**src/rtl/uart_transceiver.sv**
```systemverilog
// rtl/uart_transceiver.sv - 8N1 UART transceiver: 16x-oversampled RX with start-glitch filter, bit-timed TX.
// Optional UART_FRAME_ERR_EN adds a frame_err pulse and break handling on a bad stop bit.
module uart_transceiver #(
  parameter int CLK_FREQ   = 50000000,
  parameter int BAUD       = 115200,
  parameter int OVERSAMPLE = 16
) (
  input  logic       clk,
  input  logic       rst,
  input  logic [7:0] din,
  input  logic       wr_en,
  output logic       tx,
  output logic       tx_busy,
  input  logic       rx,
  output logic       rx_rdy,
  input  logic       rx_rdy_clr,
  output logic [7:0] dout
`ifdef UART_FRAME_ERR_EN
  ,
  output logic       frame_err
`endif
);

  localparam int RX_DIV = CLK_FREQ / (BAUD * OVERSAMPLE);
  localparam int TX_DIV = CLK_FREQ / BAUD;
  localparam int RDW    = (RX_DIV > 1) ? $clog2(RX_DIV) : 1;
  localparam int TDW    = (TX_DIV > 1) ? $clog2(TX_DIV) : 1;
  localparam int SW     = $clog2(OVERSAMPLE);

  localparam logic [RDW-1:0] RX_DIV_LAST = RDW'(RX_DIV - 1);
  localparam logic [TDW-1:0] TX_DIV_LAST = TDW'(TX_DIV - 1);
  localparam logic [SW-1:0]  HALF_LAST   = SW'(OVERSAMPLE / 2 - 1);
  localparam logic [SW-1:0]  FULL_LAST   = SW'(OVERSAMPLE - 1);

  localparam logic [1:0] S_IDLE  = 2'd0;
  localparam logic [1:0] S_START = 2'd1;
  localparam logic [1:0] S_DATA  = 2'd2;
  localparam logic [1:0] S_STOP  = 2'd3;

  logic [RDW-1:0] rx_div_cnt;
  logic           rx_tick;
  logic           rx_meta;
  logic           rx_sync;
  logic [1:0]     rx_state;
  logic [SW-1:0]  rx_cnt;
  logic [2:0]     rx_bit;
  logic [7:0]     rx_shift;
`ifdef UART_FRAME_ERR_EN
  logic           rx_wait_high;
`endif

  logic [1:0]     tx_state;
  logic [TDW-1:0] tx_cnt;
  logic [2:0]     tx_bit;
  logic [7:0]     tx_shift;

  // Free-running oversample tick; with RX_DIV=1 it is high every cycle.
  always_ff @(posedge clk) begin
    if (!rst) begin
      rx_div_cnt <= '0;
      rx_tick    <= 1'b0;
    end else if (rx_div_cnt == RX_DIV_LAST) begin
      rx_div_cnt <= '0;
      rx_tick    <= 1'b1;
    end else begin
      rx_div_cnt <= rx_div_cnt + 1'b1;
      rx_tick    <= 1'b0;
    end
  end

  always_ff @(posedge clk) begin
    if (!rst) begin
      rx_meta <= 1'b1;
      rx_sync <= 1'b1;
    end else begin
      rx_meta <= rx;
      rx_sync <= rx_meta;
    end
  end

  always_ff @(posedge clk) begin
    if (!rst) begin
      rx_state     <= S_IDLE;
      rx_cnt       <= '0;
      rx_bit       <= '0;
      rx_shift     <= '0;
      rx_rdy       <= 1'b0;
      dout         <= '0;
`ifdef UART_FRAME_ERR_EN
      rx_wait_high <= 1'b0;
      frame_err    <= 1'b0;
`endif
    end else begin
      // A completing byte below overrides this clear.
      if (rx_rdy_clr) rx_rdy <= 1'b0;
`ifdef UART_FRAME_ERR_EN
      frame_err <= 1'b0;
`endif
      case (rx_state)
        S_IDLE: begin
          rx_cnt <= '0;
          rx_bit <= '0;
`ifdef UART_FRAME_ERR_EN
          if (rx_wait_high) begin
            if (rx_sync) rx_wait_high <= 1'b0;
          end else if (!rx_sync) begin
            rx_state <= S_START;
          end
`else
          if (!rx_sync) rx_state <= S_START;
`endif
        end
        S_START: if (rx_tick) begin
          if (rx_cnt == HALF_LAST) begin
            rx_cnt   <= '0;
            rx_state <= rx_sync ? S_IDLE : S_DATA;
          end else begin
            rx_cnt <= rx_cnt + 1'b1;
          end
        end
        S_DATA: if (rx_tick) begin
          if (rx_cnt == FULL_LAST) begin
            rx_cnt   <= '0;
            rx_shift <= {rx_sync, rx_shift[7:1]};
            rx_bit   <= rx_bit + 3'd1;
            if (rx_bit == 3'd7) rx_state <= S_STOP;
          end else begin
            rx_cnt <= rx_cnt + 1'b1;
          end
        end
        S_STOP: if (rx_tick) begin
          if (rx_cnt == FULL_LAST) begin
            rx_cnt   <= '0;
            rx_state <= S_IDLE;
`ifdef UART_FRAME_ERR_EN
            if (rx_sync) begin
              dout   <= rx_shift;
              rx_rdy <= 1'b1;
            end else begin
              frame_err    <= 1'b1;
              rx_wait_high <= 1'b1;
            end
`else
            dout   <= rx_shift;
            rx_rdy <= 1'b1;
`endif
          end else begin
            rx_cnt <= rx_cnt + 1'b1;
          end
        end
        default: rx_state <= S_IDLE;
      endcase
    end
  end

  always_ff @(posedge clk) begin
    if (!rst) begin
      tx_state <= S_IDLE;
      tx_cnt   <= '0;
      tx_bit   <= '0;
      tx_shift <= '0;
      tx       <= 1'b1;
      tx_busy  <= 1'b0;
    end else begin
      case (tx_state)
        S_IDLE: begin
          if (wr_en) begin
            tx_shift <= din;
            tx_cnt   <= '0;
            tx_bit   <= '0;
            tx       <= 1'b0;
            tx_busy  <= 1'b1;
            tx_state <= S_START;
          end
        end
        S_START: begin
          if (tx_cnt == TX_DIV_LAST) begin
            tx_cnt   <= '0;
            tx       <= tx_shift[0];
            tx_shift <= {1'b0, tx_shift[7:1]};
            tx_state <= S_DATA;
          end else begin
            tx_cnt <= tx_cnt + 1'b1;
          end
        end
        S_DATA: begin
          if (tx_cnt == TX_DIV_LAST) begin
            tx_cnt <= '0;
            tx_bit <= tx_bit + 3'd1;
            if (tx_bit == 3'd7) begin
              tx       <= 1'b1;
              tx_state <= S_STOP;
            end else begin
              tx       <= tx_shift[0];
              tx_shift <= {1'b0, tx_shift[7:1]};
            end
          end else begin
            tx_cnt <= tx_cnt + 1'b1;
          end
        end
        S_STOP: begin
          if (tx_cnt == TX_DIV_LAST) begin
            tx_cnt   <= '0;
            tx_busy  <= 1'b0;
            tx_state <= S_IDLE;
          end else begin
            tx_cnt <= tx_cnt + 1'b1;
          end
        end
        default: tx_state <= S_IDLE;
      endcase
    end
  end

endmodule

```
**config.mk**
```make
export PLATFORM = sky130hd
export DESIGN_NAME = uart_transceiver
export DESIGN_NICKNAME = d
export VERILOG_FILES = /design/src/rtl/uart_transceiver.sv
export SDC_FILE = /design/constraint.sdc
export NUM_CORES = 1
export LEC_CHECK = 0
export CAP_MARGIN = 20
export CORE_MARGIN = 2
export CORE_UTILIZATION = 45
export DETAILED_ROUTE_END_ITERATION = 10
export PLACE_DENSITY = 0.74
export SYNTH_ARGS = -nofsm -noshare
export SYNTH_HDL_FRONTEND = slang
export SYNTH_SLANG_ARGS = --single-unit
export TNS_END_PERCENT = 100
```
**constraint.sdc**
```tcl
create_clock -name clk -period 2.3 [get_ports clk]
set_input_delay 0.345 -clock clk [delete_from_list [all_inputs] [get_ports clk]]
set_output_delay 0.345 -clock clk [all_outputs]
set_load 0.005 [all_outputs]
```
==> results of run 1 <==
-- power by group through the flow --
stage          Combinational [mW]  Clock (mW)  Sequential (mW)
2_1_floorplan               0.630           0             1.18
3_3_place_gp                0.747           0             1.20
3_5_place_dp                0.767           0             1.20
4_1_cts                     0.770       0.952             1.18
5_1_grt                     0.837        1.00             1.19
6_report                    0.766       0.937             1.18
-- how the worst max path moves through the flow --
stage	start	cells past startpoint	slack, ns	to
floorplan	tx_state[0]$_SDFFE_PN0P_	8	0.50	tx_shift[7]$_SDFFE_PN0P_
global placement	wr_en	5	0.36	tx_cnt[5]$_SDFFE_PN0N_
detailed placement	wr_en	5	0.32	tx_cnt[5]$_SDFFE_PN0N_
CTS	tx_cnt[2]$_SDFFE_PN0N_	4	0.32	tx_shift[7]$_SDFFE_PN0P_
global route	tx_cnt[2]$_SDFFE_PN0N_	4	0.23	tx_shift[7]$_SDFFE_PN0P_
finish	tx_cnt[2]$_SDFFE_PN0N_	4	0.31	tx_shift[7]$_SDFFE_PN0P_
-- per-stage QoR --
stage               std cells  utilization, %  hold WS, ns  setup slack, ns  power (mW)
floorplan                 286               -        0.386            0.504        1.81
global placement          377            51.9        0.391            0.356        1.94
detailed placement        377            51.9        0.410            0.324        1.97
CTS                       393            55.3        0.431            0.325        2.90
global route              393            55.3        0.468            0.229        3.03
finish                    393            55.3        0.427            0.314        2.88
-- final cells by class --
cell class	count	share of cell area (%)
Sequential cell	58	35.5
Inverter	7	0.803
Multi-Input combinational cell	206	45.8
Clock inverter	7	2.41
Tap cell	75	2.87
Clock buffer	9	3.78
Timing Repair Buffer	31	8.87
-- state kept, by name, indices dropped and copies added (netlist names), named ones only --
register,flops
rx_tick,1
rx_bit,3
rx_meta,1
rx_shift,8
rx_div_cnt,5
rx_cnt,4
tx_cnt,9
tx_busy,1
rx_state,1
tx_bit,3
tx_shift,8
dout,8
rx_rdy,1
tx,1
rx_sync,1
tx_state,2
-- per-layer routing --
metal / vias to the layer above / global-route usage, % / part of all wire (%)
li1: 1085 / - / -
met1: 1044 / 20.7 / 49
met4: 0 / 9.83 / 1.9
met3: 10 / 3.70 / 2.9
met5: - / 0 / 0
met2: 32 / 25.3 / 46
-- Yosys cell counts, drive strengths merged, types with 3 or more instances --
cell type / instances / area [µm²]
buf: 7 / 56.3
a221oi: 8 / 76.3
xnor2: 5 / 43.8
mux2i: 27 / 270
nand2b: 6 / 37.5
nor3: 4 / 30.0
nor2: 42 / 160
a211oi: 8 / 95.1
nand2: 13 / 48.8
inv: 6 / 22.5
a21oi: 13 / 65.1
nand4: 9 / 56.3
o21ai: 11 / 70.1
xor2: 6 / 52.6
nor4b: 3 / 32.5
dfxtp: 58 / 1160
ha: 14 / 175
or4b: 3 / 33.8
nand3: 8 / 40.0
clkbuf: 8 / 30.0
nor2b: 3 / 18.8
-- logic make-up (layout without fill, tap and decap cells) --
kind of cell,after synthesis,after routing,share of synthesized area (%)
XOR/XNOR,11,11,3.48
AO/OA/AOI/OAI,50,50,14.4
AND/OR/NAND/NOR,104,104,20.0
flip-flops,58,58,42.0
adder cells (fa/ha/maj),14,14,6.33
multiplexers,27,27,9.76
buffers and inverters,22,54,4.07
==> impl_results.md, run 1 <==
- Crit path buf inv count: 0
- # fillers: 515
- Boundary pin count: 24
- Post-CTS Resized: 0
- Synth Cell Area: 0.00277 mm²
- Worst-margin pin slew: 0.535 ns
- CTS tree: done
- Clock Latency Late Sink: 0.33 ns
- P_sw: 0.911 mW
- DP Wirelength: 3590 µm
- Slew Limit Headroom: 64.2%
- Vias in the first global route: 2021
- Clk buf depth: 2
- Area of the multi-input gates: 0.00150 mm²
- Unrepaired setup endpoints after global routing: false
- R2R Path End: tx_shift[7]$_SDFFE_PN0P_
- Hold WC Path Type: reg -> reg
- Antenna Violating Nets Remaining: 0
- Cell Chain, Critical Path: or4b_4 -> nor2_2 -> a22o_4 -> mux2i_1
- Syn Area/Cell: 9.68 µm²
- Synth Flop Type: dfxtp_1
- Total Die Area: 0.00679 mm²
- CP startpoint kind: register
- H-tree depth: 3
- CP arrival: 2.25 ns
- Number of diodes: 0
- Antenna violations before repair: 0
- Async S/R FF share, synth: 0%
- Post-CTS Setup Inserts: 0
- Worst-path clk slew: 0.07 ns
- Worst hold stages: 1
- Pleak: 1.24 nW
- WS Path Type: reg -> reg
- Post-synth EDFFs: 0
- Seq cells post-synth: 58
- Sequential element share of the synthesized area: 42.0%
- CP max-delay cell: or4b_4
- Crit path max-delay family: simple AND/OR/NAND/NOR gates
- Worst Hold End: rx_sync$_SDFF_PN1_
- Syn Inst Count: 286
- Die width: 82.4 µm
- Syn. warnings: 0
- Net Sw Frac: 31.6%
- Hold_buf cts: 0
- Worst path max stage delay: 0.61 ns
- Placed Area: 0.00307 mm²
- Most frequent cells in the layout: dfxtp_1, nor2_1, mux2i_1, clkdlybuf4s50_1, ha_1
- PortBufs: 23
- CORE AREA: 0.00592 mm²
- Via/cell ratio: 5.52
- Min Tclk post-route: 1.99 ns
- Worst-path maximum fanout: 12
- R2R setup slack: 0.31 ns
- Nets: 340
- Drt pass-1 iters: 4
- Cell row count: 28
- Max VDD drop: 383 µV
- Routed len/inst: 12.9 µm
- Area Growth Syn to Fin: 18.3%
- Fin Clk Skew: 0.0112 ns
- Power share of the clock group: 32.5%
- Combinational share of power: 26.6%
- Commonest non-fill, non-tap cell in the layout: dfxtp_1
- Crit Reg-Reg Startpoint: tx_cnt[2]$_SDFFE_PN0N_
- Layout cells sized above 1: 13.5%
- Worst reg2reg path depth: 4
- Global-route wire length before repair: 8570 µm
- TNS Setup: 0 ns
- DR iter-0 viols: 99
- Crit end category: register
- Flop pwr share: 40.9%
- Final period util: 86.3%
- Clk root buf: clkbuf_8
- Fin. Hold Viols: 0
- Initial Util: 46.7%
- Synth cell types: 51
- Largest net degree at the start of global routing: 24
- RD Place Congestion: 0.772
- Internal power: 1.97 mW
- Via Count: 2171
- Global route overflow: 0
- Data required time of the worst path: 2.56 ns
- Post-synth net total: 313
- CTS sink cnt: 58
- Die Ht: 82.4 µm
- Inserted Clock Buffers: 9
- Final setup fails: 0
- Max Slew Vio Count: 0
- HP Start: rx_meta$_SDFF_PN1_
- Total GRT Usage: 16.4%
- Fmax: 0.504 GHz
- MaxCap Viol Count: 0
- Sequential cell area: 0.00116 mm²
- PwrDens: 880 mW/mm²
- Run status: complete, no violations
- Detailed Route WL: 5090 µm
- Drc violations: 0
- Finished layout cell area: 0.00327 mm²
(Power assumes the default switching activity.)
==> run 2: changes to the inputs <==
CORE_ASPECT_RATIO = 1.1   (was not set)
==> run 2 against run 1 <==
Global-route usage is 0.87 points higher. Combinational power is 1% lower. Total power is 0.11% higher. Critical path depth is 2 higher. Sequential share of layout area is 0.054 points higher. Critical endpoint is now tx$_SDFFE_PN1P_.
==> impl_results.md, run 2 (same netlist as run 1, synthesis figures left out) <==
- Run status: complete, no violations
- Met2 Use GR: 27.0% (+1.7 points)
- # fillers: 518 (+0.58%)
- Crit path buf inv count: 1 (+1)
- Detailed Route WL: 5150 µm (+1.2%)
- Net Sw Frac: 31.8% (+0.17 points)
- TNS Setup: 0 ns (unchanged)
- Fmax: 0.498 GHz (-1.1%)
- Most frequent cells in the layout: dfxtp_1, nor2_1, mux2i_1, clkdlybuf4s50_1, ha_1
- PwrDens: 883 mW/mm² (+0.27%)
- Worst hold stages: 1 (unchanged)
- Post-CTS Setup Inserts: 0 (unchanged)
- Max Slew Vio Count: 0 (unchanged)
- CORE AREA: 0.00584 mm² (-1.3%)
- Final design utilization: 55.9% (+0.66 points)
- Nets: 339 (-0.29%)
- Final period util: 87.3% (+0.95 points)
- Flop pwr share: 40.8% (about the same)
- HP Start: rx_meta$_SDFF_PN1_
- H-tree depth: 3 (unchanged)
- Fin. Hold Viols: 0 (unchanged)
- Inserted Clock Buffers: 9 (unchanged)
- Data required time of the worst path: 2.56 ns (about the same)
- Post-CTS Resized: 0 (unchanged)
- Drt pass-1 iters: 4 (unchanged)
- GR Util met1: 21.6% (+0.90 points)
- Top Usage Layer GRT: met2
- CTS tree: done
- Final setup fails: 0 (unchanged)
- Dpl ws: 0.222 ns (-0.102 ns)
- Slew Limit Headroom: 66.7% (+2.5 points)
- Vias in the first global route: 2070 (+2.4%)
- Antenna violations before repair: 0 (unchanged)
- CP max-delay cell: nor2b_1
- Layout cells sized above 1: 13.2% (-0.27 points)
- Worst Setup SP: tx_state[0]$_SDFFE_PN0P_
- Die width: 78.8 µm (-4.4%)
- CTS sink cnt: 58 (unchanged)
- Combinational share of power: 26.3% (-0.3 points)
- Fin Clk Skew: 0.00584 ns (-0.00534 ns)
- Routed len/inst: 13.1 µm (+0.92%)
- DP Wirelength: 3500 µm (-2.5%)
- RD Place Congestion: 0.805 (+4.2%)
- Power share of the clock group: 33.0% (+0.5 points)
- Global-route wire length before repair: 9280 µm (+8.3%)
- Number of diodes: 0 (unchanged)
- Global route overflow: 0 (unchanged)
- CP startpoint kind: register
- PortBufs: 23 (unchanged)
- Unrepaired setup endpoints after global routing: false
- MaxCap Viol Count: 0 (unchanged)
- Worst-path clk slew: 0.07 ns (about the same)
- Total Power: 2.88 mW (+0.11%)
- Internal power: 1.97 mW (-0.13%)
- Worst reg2reg path depth: 6 (+2)
- Commonest non-fill, non-tap cell in the layout: dfxtp_1
- Boundary pin count: 24 (unchanged)
- Max VDD drop: 517 µV (+35%)
- Hold_buf cts: 0 (unchanged)
- Hold WC Path Type: reg -> reg
- R2R Path End: tx$_SDFFE_PN1P_
- Crit Reg-Reg Startpoint: tx_state[0]$_SDFFE_PN0P_
- Worst path max stage delay: 0.45 ns (-0.16 ns)
- CP arrival: 2.26 ns (about the same)
- WS Path Type: reg -> reg
- Total GRT Usage: 17.2% (+0.87 points)
- Via/cell ratio: 5.43 (-1.7%)
- Min Tclk post-route: 2.01 ns (+0.0218 ns)
- Total Die Area: 0.00679 mm² (about the same)
- PnR worst setup slack: 0.292 ns (-0.0218 ns)
- Area Growth Syn to Fin: 18.1%
- Via Count: 2140 (-1.4%)
- Drc violations: 0 (unchanged)
- Worst-margin pin slew: 0.498 ns (-0.0371 ns)
- Initial Util: 47.4% (+0.63 points)
- Crit path max-delay family: simple AND/OR/NAND/NOR gates
- P_sw: 0.917 mW (+0.64%)
- Worst-path maximum fanout: 9 (-3)
- Crit end category: register
- Max reg flops: 9 (unchanged)
- Cell Chain, Critical Path: inv_1 -> ha_1 -> nor2b_1 -> nor3_2 -> a22o_4 -> a221oi_2
- Antenna Violating Nets Remaining: 0 (unchanged)
- Largest net degree at the start of global routing: 37 (+54%)
- Die Ht: 86.3 µm (+4.6%)
- Worst Hold End: rx_sync$_SDFF_PN1_
- Hold slack: 0.409 ns (-0.0175 ns)
- R2R setup slack: 0.29 ns (-0.02 ns)
- Clk buf depth: 2 (unchanged)
- Cell row count: 29 (+3.6%)
- Clock Latency Late Sink: 0.34 ns (about the same)
- Pleak: 1.23 nW (-0.39%)
- DR iter-0 viols: 102 (+3.0%)
- Met3 Usage GRT: 3.96% (+0.26 points)
- Top reg by flops: tx_cnt
- Clk root buf: clkbuf_8
==> run 2: changes by cell type in the layout (fill, tap and decap cells not counted), sizes merged <==
| cell | delta |
|---|---|
| buf | -1 |
==> run 2: area by class of cell <==
type | count | area, µm² | area share [%]
multi-input combinational | 206 | 1500 | 45.9
tap | 77 | 96.3 | 2.95
sequential | 58 | 1160 | 35.5
inverter | 7 | 26.3 | 0.804
timing repair buffer | 30 | 283 | 8.65
clock inverter | 7 | 78.8 | 2.41
clock buffer | 9 | 124 | 3.79
==> run 2: how the worst max path moves through the flow <==
stage	depth (start not counted)	slack [ns]	end
2_1_floorplan	8	0.50	tx_shift[7]$_SDFFE_PN0P_
3_3_place_gp	5	0.24	tx$_SDFFE_PN1P_
4_1_cts	6	0.27	tx$_SDFFE_PN1P_
3_5_place_dp	5	0.22	tx$_SDFFE_PN1P_
5_1_grt	6	0.14	tx$_SDFFE_PN1P_
6_report	6	0.29	tx$_SDFFE_PN1P_
==> run 2: layer usage <==
metal	part of all wire (%)	routed length (µm)
met1	48	2480
met2	45	2340
met3	4.1	213
met4	2.2	114
met5	0	0
==> run 2: per-stage QoR <==
| step | instance area (µm²) | instances |
|---|---|---|
| finish | 3270 | 394 |
| global route | 3270 | 394 |
| CTS | 3270 | 394 |
| detailed placement | 3070 | 378 |
| global placement | 3070 | 378 |
| floorplan | 2770 | 286 |
==> run 2: power groups by stage <==
stage	combinational [mW]	sequential, mW	clock [mW]
after global placement	0.744	1.20	0
final	0.758	1.18	0.951
after global routing	0.834	1.19	1.02
after floorplan	0.630	1.18	0
after detailed placement	0.761	1.20	0
after CTS	0.763	1.18	0.971
==> run 3: changes to the inputs <==
CORE_MARGIN = 3   (was 2)
==> run 3 against run 2 <==
Critical path type unchanged. Largest cell class unchanged. Critical path depth unchanged. Maximum frequency grew 7.3%. Wire length is 2.4% lower. Non-clock buffer count grew 3.
==> impl_results.md, run 3 (same netlist as run 1, synthesis figures left out) <==
- Run status: complete, no violations
- Hold slack: 0.406 ns (-0.00296 ns)
- Fin. Hold Viols: 0 (unchanged)
- Final design utilization: 56.4% (+0.44 points)
- Fin Clk Skew: 0.00726 ns (+0.00142 ns)
- Die Ht: 88.3 µm (+2.3%)
- Initial Util: 47.1% (-0.29 points)
- CP startpoint kind: register
- Min Tclk post-route: 1.87 ns (-0.137 ns)
- Area of the multi-input gates: 0.00150 mm² (unchanged)
- R2R Path End: tx_shift[7]$_SDFFE_PN0P_
- RD Place Congestion: 0.792 (-1.6%)
- Worst path max stage delay: 0.40 ns (-0.05 ns)
- Die width: 80.8 µm (+2.5%)
- Routed len/inst: 12.6 µm (-3.2%)
- Combinational share of power: 25.3% (-1.0 points)
- Clock Latency Late Sink: 0.33 ns (about the same)
- Data required time of the worst path: 2.55 ns (about the same)
- HP Start: rx_meta$_SDFF_PN1_
- Most frequent cells in the layout: dfxtp_1, nor2_1, mux2i_1, clkdlybuf4s50_1, ha_1
- PwrDens: 898 mW/mm² (+1.7%)
- Post-CTS Resized: 0 (unchanged)
- Top reg by flops: tx_cnt
- Crit path max-delay family: simple AND/OR/NAND/NOR gates
- Top Usage Layer GRT: met2
- Inserted Clock Buffers: 9 (unchanged)
- Post-CTS Setup Inserts: 0 (unchanged)
- GR Util met1: 19.6% (-2.1 points)
- Area Growth Syn to Fin: 19.8%
- Number of diodes: 0 (unchanged)
- DP Wirelength: 3650 µm (+4.4%)
- Internal power: 2.08 mW (+5.8%)
- Via Count: 2153 (+0.61%)
- CP arrival: 2.12 ns (-0.14 ns)
- Total GRT Usage: 15.9% (-1.4 points)
- H-tree depth: 3 (unchanged)
- Cell Chain, Critical Path: inv_1 -> ha_1 -> nor2b_1 -> nor3_2 -> a22o_4 -> mux2i_1
- Final period util: 81.4% (-5.9 points)
- Via/cell ratio: 5.42 (-0.15%)
- Clk root buf: clkbuf_8
- R2R setup slack: 0.43 ns (+0.14 ns)
- CP max-delay cell: dfxtp_1
- Worst reg2reg path depth: 6 (unchanged)
- Drt pass-1 iters: 4 (unchanged)
- Worst-margin pin slew: 0.516 ns (+0.0183 ns)
- Total Power: 2.98 mW (+3.1%)
- Flop pwr share: 39.6% (-1.2 points)
- CTS tree: done
- Slew Limit Headroom: 65.4% (-1.3 points)
- PortBufs: 23 (unchanged)
- Boundary pin count: 24 (unchanged)
- Worst Hold End: rx_sync$_SDFF_PN1_
- Pleak: 1.26 nW (+2.7%)
- Global route overflow: 0 (unchanged)
- DR iter-0 viols: 71 (-30%)
- Total Die Area: 0.00713 mm² (+4.9%)
- Fmax: 0.534 GHz (+7.3%)
- Largest net degree at the start of global routing: 24 (-35%)
- Finished layout cell area: 0.00331 mm² (+1.4%)
- Final setup fails: 0 (unchanged)
- MaxCap Viol Count: 0 (unchanged)
- CORE AREA: 0.00588 mm² (+0.62%)
- Met3 Usage GRT: 3.56% (-0.39 points)
- Hold WC Path Type: reg -> reg
- Max reg flops: 9 (unchanged)
- Cell row count: 29 (unchanged)
- Sequential cell area: 0.00116 mm² (unchanged)
- Placed Area: 0.00309 mm² (+0.73%)
- CTS sink cnt: 58 (unchanged)
- P_sw: 0.894 mW (-2.5%)
- Crit path buf inv count: 1 (unchanged)
- Crit Reg-Reg Startpoint: tx_state[1]$_SDFFE_PN0P_
- Worst hold stages: 1 (unchanged)
- Nets: 342 (+0.88%)
- Commonest non-fill, non-tap cell in the layout: dfxtp_1
- Worst-path maximum fanout: 9 (unchanged)
- Met2 Use GR: 25.5% (-1.5 points)
- Max VDD drop: 402 µV (-22%)
- Antenna violations before repair: 0 (unchanged)
- Net Sw Frac: 30.1% (-1.7 points)
- Unrepaired setup endpoints after global routing: false
- Worst-path clk slew: 0.07 ns (about the same)
- Clk buf depth: 2 (unchanged)
- Antenna Violating Nets Remaining: 0 (unchanged)
- WS Path Type: reg -> reg
- Max Slew Vio Count: 0 (unchanged)
- Crit end category: register
- Detailed Route WL: 5020 µm (-2.4%)
- Hold_buf cts: 0 (unchanged)
- Layout cells sized above 1: 14.1% (+0.81 points)
- # fillers: 534 (+3.1%)
- TNS Setup: 0 ns (unchanged)
- Power share of the clock group: 35.1% (+2.1 points)
- Vias in the first global route: 2103 (+1.6%)
- Drc violations: 0 (unchanged)
- Global-route wire length before repair: 8930 µm (-3.8%)
run 3: cell types whose count changed in the layout (fill, tap and decap cells not counted):
cell        previous run  this run
clkinv_4               2         3
buf_4                  7        10
bufinv_16              1         2
clkinvlp_4             3         1
run 3: how the worst max path moves through the flow:
| stage | endpoint | cells past startpoint | startpoint |
|---|---|---|---|
| after CTS | tx_shift[7]$_SDFFE_PN0P_ | 6 | tx_state[1]$_SDFFE_PN0P_ |
| final | tx_shift[7]$_SDFFE_PN0P_ | 6 | tx_state[1]$_SDFFE_PN0P_ |
| after detailed placement | tx_cnt[5]$_SDFFE_PN0N_ | 5 | wr_en |
| after global routing | tx_shift[7]$_SDFFE_PN0P_ | 6 | tx_state[0]$_SDFFE_PN0P_ |
| after global placement | tx_cnt[5]$_SDFFE_PN0N_ | 5 | wr_en |
| after floorplan | tx_shift[7]$_SDFFE_PN0P_ | 8 | tx_state[0]$_SDFFE_PN0P_ |
run 3: metrics by stage:
| stage | std cells | setup slack [ns] |
|---|---|---|
| 2_1_floorplan | 286 | 0.504 |
| 3_3_place_gp | 381 | 0.365 |
| 3_5_place_dp | 381 | 0.323 |
| 4_1_cts | 397 | 0.419 |
| 5_1_grt | 397 | 0.272 |
| 6_report | 397 | 0.429 |
run 3: cell type report:
class                   instances  share of cell area (%)
clock buffers                   9                    3.74
inverters                       7                   0.793
repair buffers                 33                    9.21
clock inverters                 7                    3.10
multi-input cells             206                    45.2
well taps                      77                    2.91
flip-flops and latches         58                    35.0
run 3: metal layers:
layer | up-vias | part of all wire, % | wire length [µm]
met2 | 30 | 47 | 2380
met5 | - | 0 | 0
met3 | 8 | 3.1 | 158
met1 | 1022 | 48 | 2410
li1 | 1093 | - | -
met4 | 0 | 1.6 | 79
run 3: worst register-to-register path, cell delays in order, from the launching register on:
cell and delay (ns):
dfxtp_1 0.40, inv_1 0.10, ha_1 0.23, nor2b_1 0.18, nor3_2 0.38, a22o_4 0.31
mux2i_1 0.20
run 3: power by group through the flow:
stage,clock (mW),sequential [mW],combinational [mW]
finish,1.04,1.18,0.754
global route,1.12,1.19,0.843
CTS,1.07,1.18,0.766
detailed placement,0,1.20,0.762
global placement,0,1.20,0.746
floorplan,0,1.18,0.630
